===== src/rtl/key_pkg.sv =====
// rtl/key_pkg.sv - shared key-control state encoding and timing defaults
package key_pkg;

    typedef enum logic [1:0] {
        IDLE  = 2'd0,
        SHORT = 2'd1,
        LONG  = 2'd2
    } key_state_t;

    localparam int unsigned KEY_CNT_W         = 24;
    localparam logic [23:0] KEY_LONG_CYCLES   = 24'd5_000_000;
    localparam logic [23:0] KEY_REPEAT_CYCLES = 24'd1_000_000;

endpackage


===== src/rtl/key_edge_detect.sv =====
// rtl/key_edge_detect.sv - two-flop level register with rise/fall strobes
module key_edge_detect (
    input  logic clk,
    input  logic rst,
    input  logic d,
    output logic rise,
    output logic fall
);

    logic s0;
    logic s1;

    // Delay line: s0 is the sampled level, s1 the previous sample
    always_ff @(posedge clk) begin
        if (rst) begin
            s0 <= 1'b0;
            s1 <= 1'b0;
        end else begin
            s0 <= d;
            s1 <= s0;
        end
    end

    assign rise = s0 & ~s1;
    assign fall = ~s0 & s1;

endmodule


===== src/rtl/key_event_gen.sv =====
// rtl/key_event_gen.sv - press/release/click/long/repeat event pulses from a debounced key
module key_event_gen
    import key_pkg::*;
#(
    parameter bit               ACTIVE_LOW    = 1'b0,
    parameter int unsigned      CNT_W         = KEY_CNT_W,
    parameter logic [CNT_W-1:0] LONG_CYCLES   = CNT_W'(KEY_LONG_CYCLES),
    parameter logic [CNT_W-1:0] REPEAT_CYCLES = CNT_W'(KEY_REPEAT_CYCLES)
) (
    input  logic       clk,
    input  logic       rst,
    input  logic       key_in,
    output logic       press_pulse,
    output logic       release_pulse,
    output logic       click_pulse,
    output logic       long_pulse,
    output logic       repeat_pulse,
    output logic       key_held,
    output logic [7:0] press_count
);

    // Terminal values: the counter is cleared on entry, so it matches at N-1
    localparam logic [CNT_W-1:0] LONG_TC   = LONG_CYCLES - CNT_W'(1);
    localparam logic [CNT_W-1:0] REPEAT_TC = REPEAT_CYCLES - CNT_W'(1);

    logic k;
    logic rise;
    logic fall;

    key_state_t       state_q;
    key_state_t       state_d;
    logic [CNT_W-1:0] hold_q;
    logic [CNT_W-1:0] hold_d;
    logic [7:0]       count_d;
    logic             press_d;
    logic             release_d;
    logic             click_d;
    logic             long_d;
    logic             repeat_d;

    assign k = key_in ^ ACTIVE_LOW;

    key_edge_detect u_edge (
        .clk  (clk),
        .rst  (rst),
        .d    (k),
        .rise (rise),
        .fall (fall)
    );

    // Next state, hold counter and event decode; a fall beats any terminal count
    always_comb begin
        state_d   = state_q;
        hold_d    = hold_q;
        count_d   = press_count;
        press_d   = 1'b0;
        release_d = 1'b0;
        click_d   = 1'b0;
        long_d    = 1'b0;
        repeat_d  = 1'b0;
        case (state_q)
            IDLE: begin
                if (rise) begin
                    state_d = SHORT;
                    hold_d  = '0;
                    press_d = 1'b1;
                    count_d = press_count + 8'd1;
                end
            end
            SHORT: begin
                if (fall) begin
                    state_d   = IDLE;
                    release_d = 1'b1;
                    click_d   = 1'b1;
                end else if (hold_q == LONG_TC) begin
                    state_d = LONG;
                    hold_d  = '0;
                    long_d  = 1'b1;
                end else begin
                    hold_d = hold_q + CNT_W'(1);
                end
            end
            LONG: begin
                if (fall) begin
                    state_d   = IDLE;
                    release_d = 1'b1;
                end else if (hold_q == REPEAT_TC) begin
                    hold_d   = '0;
                    repeat_d = 1'b1;
                end else begin
                    hold_d = hold_q + CNT_W'(1);
                end
            end
            default: begin
                state_d = IDLE;
                hold_d  = '0;
            end
        endcase
    end

    // State, counters and registered outputs
    always_ff @(posedge clk) begin
        if (rst) begin
            state_q       <= IDLE;
            hold_q        <= '0;
            press_count   <= 8'd0;
            press_pulse   <= 1'b0;
            release_pulse <= 1'b0;
            click_pulse   <= 1'b0;
            long_pulse    <= 1'b0;
            repeat_pulse  <= 1'b0;
            key_held      <= 1'b0;
        end else begin
            state_q       <= state_d;
            hold_q        <= hold_d;
            press_count   <= count_d;
            press_pulse   <= press_d;
            release_pulse <= release_d;
            click_pulse   <= click_d;
            long_pulse    <= long_d;
            repeat_pulse  <= repeat_d;
            key_held      <= (state_d != IDLE);
        end
    end

endmodule


===== config.mk =====
export PLATFORM = sky130hd
export DESIGN_NAME = key_event_gen
export DESIGN_NICKNAME = d
export VERILOG_FILES = /design/src/rtl/key_pkg.sv /design/src/rtl/key_edge_detect.sv /design/src/rtl/key_event_gen.sv
export SDC_FILE = /design/constraint.sdc
export NUM_CORES = 1
export LEC_CHECK = 0
export ABC_AREA = 1
export BUFFER_PORTS_ARGS = -buffer_cell sky130_fd_sc_hd__buf_2
export CAP_MARGIN = 20
export CORE_AREA = 8 8 70 72
export CTS_CLUSTER_SIZE = 14
export DETAILED_ROUTE_END_ITERATION = 10
export DIE_AREA = 0 0 78 80
export GPL_TIMING_DRIVEN = 0
export PLACE_DENSITY = 0.85
export SLEW_MARGIN = 15
export SYNTH_ARGS = -nofsm -noshare
export SYNTH_HDL_FRONTEND = slang
export SYNTH_HIERARCHICAL = 1
export SYNTH_SLANG_ARGS = --single-unit

===== constraint.sdc =====
create_clock -name clk -period 3.8 [get_ports clk]
set_clock_uncertainty 0.2 [all_clocks]
set_input_delay 0.19 -clock clk [delete_from_list [all_inputs] [get_ports clk]]
set_output_delay 0.19 -clock clk [all_outputs]
set_load 0.05 [all_outputs]

After elaboration in Yosys (flattened, before gate mapping) --
Index checks and enable logic that the tools add are counted.
Operators by class: $add $sub $neg 2, muxes and demuxes 15, eq/ne operators 7, reductions and logical operators 10, bitwise gates (word level) 8
Operator list (number):
- 2-to-1 mux 24 bit | 5
- case mux 24 bit (3 select lines) | 1
- adder 24 x 1 -> 24 bit, second input constant | 1
- == test 24 x 20 -> 1 bit, second input constant | 1
- == test 24 x 23 -> 1 bit, second input constant | 1
- adder 8 x 1 -> 8 bit, second input constant | 1
- 2-to-1 mux 2 bit | 4
- OR reduction 2 bit | 4
- inequality test 2 bit, second input constant | 3
- inverter 1 bit | 6
- case mux 2 bit (3 select lines) | 1
- OR reduction 3 bit | 2
- 2-to-1 mux 1 bit | 4
- AND reduction 3 bit | 1
- bitwise AND 1 bit | 2
- == test 2 x 1 -> 1 bit, second input constant | 1
- == test 2 bit, second input constant | 1
- zero test 2 bit | 1
- AND reduction 2 bit | 1
- nonzero test 2 bit | 1
Word-level totals: flip-flop bits (word level) 42, input port bits 3, output and inout port bits 14

Depth between registers and ports, before layout --
Gate-level depths: netlist (run 1).
depth after elaboration 5, gate-level depth with buffers 13

Modules after synthesis --
The synthesis (run 1) kept the hierarchy.
Modules (own cells, without submodules):
- key_event_gen | cells an instance 323, area each 2143.3 µm², instances 1
- key_edge_detect | cells an instance 9, area each 66.3 µm², instances 1

Worst setup path before layout (run 1) --
No wires, ideal clock.
path kind register -> register, from reg press_count[1], to reg press_count[6], arrival 1.506 ns, cell stages (with the launch flop) 9, slack 1.974 ns, library setup time 0.119 ns, data required time 3.481 ns, buffers on the path 0, clock period less this slack 1.826 ns, cell sequence dfxtp_1 -> ha_1 -> inv_1 -> nor2_1 -> inv_1 -> nor2_1 -> nand3_1 -> o21ai_0 -> a21oi_1
Between the ends: cells in the longest elaborated chain, start to end 1
Ends and longest elaborated chain:
- from (decl) | line key_event_gen.sv:19 | output logic [7:0] press_count
- from (signal assigned) | line key_event_gen.sv:116 | press_count <= count_d;
- adder 8 x 1 -> 8 bit | line key_event_gen.sv:67 | count_d = press_count + 8'd1;
Every way passes these cells. A chain may end at the register's enable or synchronous reset.

Worst setup path in the final report (run 1) --
from reg state_q[0], to reg hold_q[16]
Between the ends: cells in the longest elaborated chain, start to end 3
Ends and longest elaborated chain:
- from (decl) | line key_event_gen.sv:30 | key_state_t state_q;
- from (signal assigned) | line key_event_gen.sv:114 | state_q <= state_d;
- == test 2 x 1 -> 1 bit, or another cell as far along | line key_event_gen.sv:61 | case (state_q)
- inequality test 2 bit (no source line)
- AND reduction 3 bit (no source line)
- to (signal assigned) | line key_event_gen.sv:115 | hold_q <= hold_d;
- to (decl) | line key_event_gen.sv:32 | logic [CNT_W-1:0] hold_q;
Parallel ways exist; a longest one is shown, timed or not.

==> results.yml, run 1 <==
outcome:
  status: "complete, no violations"
synthesis:
  yosys_warnings: 6
  seq_area_frac_synth_pct: 38.1
  avgSynthCellArea_sq_um: 6.66
  ys_seq_elements: 42
  synth_compound_area_share_pct: 7.08
  synthFlopType: "dfxtp_1"
  synth_nets: 341
  synth_top_family_by_area: "simple AND/OR/NAND/NOR gates"
  synthArstFlopShare_pct: 0
  synth_edf_count: 0
  synthMuxAreaShare_pct: 0
  syn_area_sq_um: 2210
  synth-xor-area-share_pct: 3.57
  synthSimpleGateAreaFrac_pct: 37.3
  synth_cells: 332
  synth-adder-area-share_pct: 3.40
  yosysUniqueCellTypes: 30
finish:
  drive_above_1_share_pct: 13.1
  final_common_cell: "nand2_1"
  layout.cells.non_filler: 408
  layout-area-overhead-vs-synth_pct: 13.6
  diodes: 0
  nets: 366
  fin_util_pct: 65.1
  layout_common_cells: "nand2_1 (77), nor2_1 (65), inv_1 (48)"
power:
  total_power_uw: 935
  pwr-share-clk_pct: 45.1
  ir_drop_v: 0.000333
  power_density_nw_per_um2: 373
  p_int_uw: 727
  power_leakage_uw: 0.00106
  pwr-share-seq_pct: 47.9
  p_sw_uw: 208
  power_frac_comb_pct: 7.0
  switching_share_pct: 22.3
timing:
  rsz0062_at_grt: "no"
  finalSetupViolCount: 0
  hold_violations: 0
  worst_pin_slew_ns: 0.538
  max_freq_mhz: 483
  fin_crit_ns: 2.07
  slew_headroom_pct: 64.1
  min_period_over_period_pct: 54.5
  final-max-slew-violation-count: 0
  worst_slack_ns: 1.73
  fin_tns_setup_ns: 0
detailed_routing:
  dr.pass1.iters: 4
  drt-initial-drc-count: 184
  wl_met3_um: 203
  wl_met2_um: 2100
  wl_per_cell_um: 10.7
  top_layer_used: "met4"
  num_vias: 1990
  drt-met1-wl_um: 1990
  totalWireLength_um: 4380
  vias_per_cell: 4.88
  drc_errors: 0
  ant_nets: 0
floorplanning:
  die-area_sq_um: 6240
  rows: 23
  io_pins: 17
  start_util_pct: 57.3
  core_area_sq_um: 3860
  die_h_um: 80
  die_w_um: 78
cts:
  clk_path_buf_depth: 2
  ctsResizeCount: 0
  clkLatencyLatePin_ns: 0.30
  cts_max_level: 2
  postCtsSetupBuffers: 0
  clock-root-buffer: "clkbuf_8"
  cts_tree: "done"
  clk_pin_slew_ns: 0.08
  cts_sinks: 42
  cts_made_buffers: 5
global_route:
  antenna_found_initial: 0
  grt.total_usage_pct: 15.3
  grt_max_degree: 15
  gr-total-overflow: 0
  grt_pass1_vias: 1870
  grt_pass1_wl_um: 7950
hold_path:
  hold_path_class: "flop to flop"
  min_from: "u_edge/s0$_SDFF_PP0_"
critical_path:
  end_kind: "flop"
  cp_max_fo: 5
  rr_startpoint: "state_q[0]$_SDFF_PP0_"
  worstSetupStartpointType: "flop"
  crit_type: "flop to flop"
  setup.worst_path.start: "state_q[0]$_SDFF_PP0_"
  cp_data_required_time_ns: 3.85
  cp_data_arrival_time_ns: 2.12
placement:
  pre_cts_slack_ns: 1.74
  dp.cells: 398
  dp_hpwl_um: 3370
  port_buffers: 16
  place.gp.congestion: 0.953
run:
  max_cap_viol_count: 0
layout make-up:
cell class,instances,area (sq um)
Clock inverter,3,68.8
Clock buffer,5,68.8
Multi-Input combinational cell,234,1130
Sequential cell,42,841
Inverter,50,190
Fill cell,338,1350
Tap cell,50,62.6
Buffer,6,43.8
Timing Repair Buffer,18,100
per-layer routing:
metal / up-vias / track usage, %
met1: 867 / 17.8
met2: 42 / 26.3
met4: 0 / 5.93
li1: 1073 / -
met3: 8 / 3.94
met5: - / 0
per-stage QoR:
step,hold slack [ns],cell area [sq um]
5_1_grt,0.307,2510
3_3_place_gp,0.177,2350
3_5_place_dp,0.179,2350
2_1_floorplan,0.0612,2210
6_report,0.259,2510
4_1_cts,0.256,2510
logic make-up after synthesis:
logic type      after synthesis
buf+inv                      56
compound gates               28
simple gates                191
xor+xnor                      9
fa+ha+maj                     6
flops                        42
cell usage after synthesis, drive strengths merged (3+ instances only):
library cell | n | area, sq um
o21ai | 13 | 65.1
nor3 | 9 | 45.0
a21oi | 7 | 35.0
buf | 5 | 40.0
dfxtp | 42 | 841
o22ai | 3 | 18.8
nor2 | 72 | 298
ha | 6 | 75.1
nand2 | 85 | 339
xnor2 | 3 | 26.3
nand3 | 17 | 90.1
o21bai | 4 | 30.0
nand4 | 4 | 25.0
inv | 50 | 190
xor2 | 6 | 52.6
sequential cells by signal, indices dropped and copies added (netlist names):
signal / count
hold_q: 24
press_pulse: 1
press_count: 8
repeat_pulse: 1
click_pulse: 1
long_pulse: 1
release_pulse: 1
u_edge/s1: 1
key_held: 1
state_q: 2
u_edge/s0: 1
worst max-delay path, stage by stage (launching register included):
cell	delay, ns
dfxtp_1	0.40
inv_1	0.09
ha_1	0.22
inv_1	0.09
nand2_1	0.08
nand2_1	0.06
nand2_1	0.13
nor2_2	0.26
nand3_1	0.16
nand2_1	0.09
nand2_1	0.04
nor2_1	0.09
nand2_1	0.05
inv_1	0.05
power by group through the flow:
stage / sequential (uW) / clock [uW] / combinational (uW)
after floorplan: 469 / 0 / 38.6
after global placement: 458 / 0 / 63.2
after detailed placement: 458 / 0 / 64.2
after CTS: 448 / 428 / 66.2
after global routing: 449 / 449 / 73.1
final: 448 / 422 / 65.2
worst paths after layout:
check,to,slack [ns],cells past startpoint
max,hold_q[16]$_SDFFE_PP0P_,1.73,13
min,u_edge/s1$_SDFF_PP0_,0.26,2
max reg2reg,hold_q[16]$_SDFFE_PP0P_,1.73,13
min reg2reg,u_edge/s1$_SDFF_PP0_,0.26,2
what timing repair did:
action / CTS / global route
hold endpoints to repair: 2 / 0
hold buffers: 2 / 0
setup endpoints to repair: 0 / 0
(Power assumes the default switching activity.)
==> run 2, diff against run 1 <==
Settings changed: CORE_AREA 8 8 70 72 to 8 8 71 73, DIE_AREA 0 0 78 80 to 0 0 79 81, PLACE_DENSITY 0.85 to 0.83.
Clock period 3.8 ns to 2.06 ns, I/O delays scaled along.
==> run 2 against run 1 <==
Net effect:
- sequential power up 85%
- clock power up 29%
- maximum frequency up 7.5%
- largest power group unchanged
==> results.yml, run 2 (synthesis results as in run 1) <==
finish:
  top_regs: "hold_q (24), press_count (8), state_q (2)"
  fin_util_pct: 64.2
  layout.cells.non_filler: 410
  nets: 368
  drive_above_1_share_pct: 16.4
  layout_common_cells: "nand2_1 (74), nor2_1 (63), inv_1 (46)"
  largest_register: "hold_q"
  largest_reg_flops: 24
  final_common_cell: "nand2_1"
  diodes: 0
  layout-area-overhead-vs-synth_pct: 13.7
global_route:
  grt_max_degree: 15
  gr-total-overflow: 0
  grt_pass1_wl_um: 7990
  grt_pass1_vias: 1892
  antenna_found_initial: 0
  grt.total_usage_pct: 15.5
floorplanning:
  die_h_um: 81
  start_util_pct: 56.5
  die-area_sq_um: 6400
  io_pins: 17
  core_area_sq_um: 3910
  rows: 23
  die_w_um: 79
placement:
  dp_hpwl_um: 3320
  port_buffers: 16
  place.gp.congestion: 0.918
  dp.cells: 398
critical_path:
  cp_data_required_time_ns: 2.06
  rr_worst_depth: 11
  cp_data_arrival_time_ns: 1.93
  setup.worst_path.start: "hold_q[1]$_SDFFE_PP0P_"
  crit_slowest_cell: "dfxtp_1"
  endpoint: "hold_q[10]$_SDFFE_PP0P_"
  worstPathCellList: "ha_1 > nand3_1 > nor2_4 > nand3_2 > nand2_2 > nand2_2 > nand2_2 > nand2_2 > nand2_2 > buf_6 > nor2_1"
  worstSetupStartpointType: "flop"
  cp_max_fo: 10
  rr_startpoint: "hold_q[1]$_SDFFE_PP0P_"
  cpMostUsedCell: "nand2_2"
  crit_type: "flop to flop"
  r2r_slack_ns: 0.13
  end_kind: "flop"
  timing.rr.end: "hold_q[10]$_SDFFE_PP0P_"
  slowest_delay_ns: 0.36
cts:
  clkLatencyLatePin_ns: 0.31
  cts_max_level: 2
  clock-root-buffer: "clkbuf_8"
  clk_pin_slew_ns: 0.08
  cts_sinks: 42
  cts_tree: "done"
  clk_path_buf_depth: 2
  cts_made_buffers: 5
detailed_routing:
  dr.pass1.iters: 4
  vias_per_cell: 4.95
  totalWireLength_um: 4570
  num_vias: 2028
  drc_errors: 0
  wl_per_cell_um: 11.2
  drt-initial-drc-count: 268
  ant_nets: 0
outcome:
  status: "complete, no violations"
hold_path:
  hold_path_class: "flop to flop"
  min_path_cells: 2
power:
  ir_drop_v: 0.000487
  power_leakage_uw: 0.00105
  total_power_uw: 1500
  power_density_nw_per_um2: 596
timing:
  fin_crit_ns: 1.93
  hold_violations: 0
  min_period_over_period_pct: 93.5
  finalSetupViolCount: 0
  max_freq_mhz: 519
  final-max-slew-violation-count: 0
  slew_headroom_pct: 63.9
  worst_pin_slew_ns: 0.541
run:
  max_cap_viol_count: 0
[run 2: layout make-up]
cell class | instances | area [sq um]
sequential | 42 | 843
inverter | 50 | 190
timing repair buffer | 20 | 115
multi-input combinational | 234 | 1170
clock inverter | 3 | 21.3
clock buffer | 5 | 68.8
buffer | 6 | 43.8
tap | 50 | 62.6
fill | 362 | 1400
[run 2: worst min-delay path by stage]
stage	start	endpoint	slack [ns]
5_1_grt	u_edge/s0$_SDFF_PP0_	u_edge/s1$_SDFF_PP0_	0.30
3_5_place_dp	rst	u_edge/s0$_SDFF_PP0_	0.09
6_report	u_edge/s0$_SDFF_PP0_	u_edge/s1$_SDFF_PP0_	0.25
3_3_place_gp	rst	u_edge/s0$_SDFF_PP0_	0.09
4_1_cts	u_edge/s0$_SDFF_PP0_	u_edge/s1$_SDFF_PP0_	0.25
2_1_floorplan	rst	u_edge/s0$_SDFF_PP0_	-0.03
[run 2: power by group]
group	internal, uW	switching, uW
logic	37.5	90.5
clock network	238	305
registers	821	5.98
[run 2: critical path: cells and delay by family, from the launching register on]
family                   cells  cell delay, ns
AND/OR/NAND/NOR              9            0.92
adder cells (fa/ha/maj)      1            0.20
flip-flops                   1            0.36
buffers and inverters        1            0.14
[run 2: timing repair]
action	CTS	global route
hold buffers	2	0
hold endpoints to repair	2	0
setup buffers	0	2
setup endpoints to repair	3	25
pin swaps	0	2
resized for setup	1	13
cloned	0	0
[run 2: through the flow]
step	setup TNS, ns	instance area [sq um]	worst slack, ns	hold slack (ns)
after floorplan	0	2210	0.234	-0.0258
after global placement	0	2350	0.0485	0.0920
after detailed placement	-0.0111	2350	-0.0111	0.0889
after CTS	0	2470	0.00930	0.252
after global routing	-0.00400	2510	-0.00400	0.299
final	0	2510	0.133	0.251
[run 2: metal layers]
metal / GRT usage, % / up-vias / wire, um
li1: - / 1076 / -
met1: 17.9 / 900 / 2110
met2: 26.3 / 46 / 2190
met3: 4.08 / 6 / 204
met4: 7.04 / 0 / 68
met5: 0 / - / 0
==> run 3, diff against run 2 <==
Settings changed: CORE_AREA 8 8 71 73 to 8 8 76 78, DIE_AREA 0 0 79 81 to 0 0 84 86, PLACE_DENSITY 0.83 to 0.74.
==> run 3 against run 2 <==
Net effect:
- power decreased by 0.41%
- maximum frequency increased by 1.2%
- critical endpoint is now hold_q[18]$_SDFFE_PP0P_
- global-route usage decreased by 2.5 points
- critical path type unchanged
- die area increased by 13%
==> results.yml, run 3 (synthesis results as in run 1) <==
critical_path:
  cp_data_required_time_ns: 2.05
  crit_type: "flop to flop"
  end_kind: "flop"
  worstSetupStartpointType: "flop"
  cp_max_fo: 10
  cp_data_arrival_time_ns: 1.90
cts:
  clkLatencyLatePin_ns: 0.30
  clk_pin_slew_ns: 0.08
  cts_max_level: 2
  clk_path_buf_depth: 2
  cts_sinks: 42
  cts_tree: "done"
  clock-root-buffer: "clkbuf_8"
  cts_made_buffers: 5
detailed_routing:
  ant_nets: 0
  drt-initial-drc-count: 78
  vias_per_cell: 4.83
  drc_errors: 0
  totalWireLength_um: 4440
  dr.pass1.iters: 4
  num_vias: 2004
  wl_per_cell_um: 10.7
global_route:
  gr-total-overflow: 0
  antenna_found_initial: 0
  grt_pass1_vias: 1911
  grt.total_usage_pct: 13.0
  grt_pass1_wl_um: 7850
  grt_max_degree: 15
timing:
  hold_violations: 0
  max_freq_mhz: 525
  slew_headroom_pct: 62.7
  finalSetupViolCount: 0
  rsz0062_at_grt: "yes"
  worst_pin_slew_ns: 0.560
  hold_slack_ns: 0.258
  fin_tns_setup_ns: 0
  fin_crit_ns: 1.90
  min_period_over_period_pct: 92.4
  final-max-slew-violation-count: 0
hold_path:
  hold_path_class: "flop to flop"
floorplanning:
  rows: 25
  die_h_um: 86
  io_pins: 17
  core_area_sq_um: 4600
  die-area_sq_um: 7220
  start_util_pct: 48.1
  die_w_um: 84
finish:
  nets: 369
  top_regs: "hold_q (24), press_count (8), state_q (2)"
  largest_register: "hold_q"
  multiInputGateArea_sq_um: 1170
  final_common_cell: "nand2_1"
  drive_above_1_share_pct: 16.6
  final-seq-area_sq_um: 843
  diodes: 0
  layout_common_cells: "nand2_1 (74), nor2_1 (64), inv_1 (46)"
  layout-area-overhead-vs-synth_pct: 14.4
  largest_reg_flops: 24
  layout.cells.non_filler: 415
  fillers: 440
power:
  ir_drop_v: 0.000411
  p_sw_uw: 393
  power_leakage_uw: 0.00105
  power_frac_comb_pct: 8.7
  switching_share_pct: 26.3
  total_power_uw: 1490
  p_int_uw: 1100
  pwr-share-clk_pct: 35.9
  pwr-share-seq_pct: 55.4
  power_density_nw_per_um2: 590
outcome:
  status: "complete, no violations"
placement:
  dp_hpwl_um: 3370
  port_buffers: 16
  dp.cells: 402
  place.gp.congestion: 0.856
run:
  max_cap_viol_count: 0
-- run 3: worst max-delay path, stage by stage, from the launching register on --
cell and delay [ns]:
dfxtp_1 0.35, ha_1 0.19, nand3_1 0.17, nor2_4 0.19, nand3_2 0.12, nand2_2 0.09
nand2_2 0.08, nand2_2 0.06, nand2_2 0.05, nand2_2 0.08, buf_6 0.15, nor2_1 0.05
-- run 3: power by group through the flow --
stage,combinational (uW),clock [uW],sequential [uW]
global route,142,585,828
detailed placement,119,0,846
CTS,123,550,827
floorplan,71.1,0,865
global placement,118,0,845
finish,129,535,827
-- run 3: routing by layer --
metal	vias up	share of wire [%]	global-route usage (%)
met5	-	0	0
met4	0	2.6	6.28
met3	10	4.1	3.70
met2	40	47	23.0
met1	871	47	13.8
li1	1083	-	-
-- run 3: worst paths after layout --
check / endpoint / cells past startpoint / from / slack, ns
worst max-delay path: hold_q[18]$_SDFFE_PP0P_ / 11 / hold_q[1]$_SDFFE_PP0P_ / 0.16
worst min register to register: u_edge/s1$_SDFF_PP0_ / 2 / u_edge/s0$_SDFF_PP0_ / 0.26
worst min-delay path: u_edge/s1$_SDFF_PP0_ / 2 / u_edge/s0$_SDFF_PP0_ / 0.26
worst max register to register: hold_q[18]$_SDFFE_PP0P_ / 11 / hold_q[1]$_SDFFE_PP0P_ / 0.16
-- run 3: timing repair --
item                       in CTS  in global routing
setup endpoints to repair       4                 25
hold endpoints to repair        2                  0
hold buffers                    2                  0
gates resized for setup         2                 11
pin swaps                       1                  3
buffers inserted                0                  3
-- run 3: per-stage QoR --
| stage | util [%] | area, sq um | setup slack, ns |
|---|---|---|---|
| 2_1_floorplan | - | 2210 | 0.234 |
| 3_3_place_gp | 51.3 | 2360 | 0.0169 |
| 3_5_place_dp | 51.3 | 2360 | -0.0169 |
| 4_1_cts | 53.9 | 2480 | 0.00487 |
| 5_1_grt | 55.0 | 2530 | -0.00532 |
| 6_report | 55.0 | 2530 | 0.156 |
-- run 3: cell type report --
cell class | instances | area share, %
buffer | 6 | 1.73
clock buffer | 5 | 2.72
clock inverter | 3 | 0.842
inverter | 50 | 7.52
multi-input combinational | 234 | 46.3
sequential | 42 | 33.4
tap | 54 | 2.67
timing repair buffer | 21 | 4.85
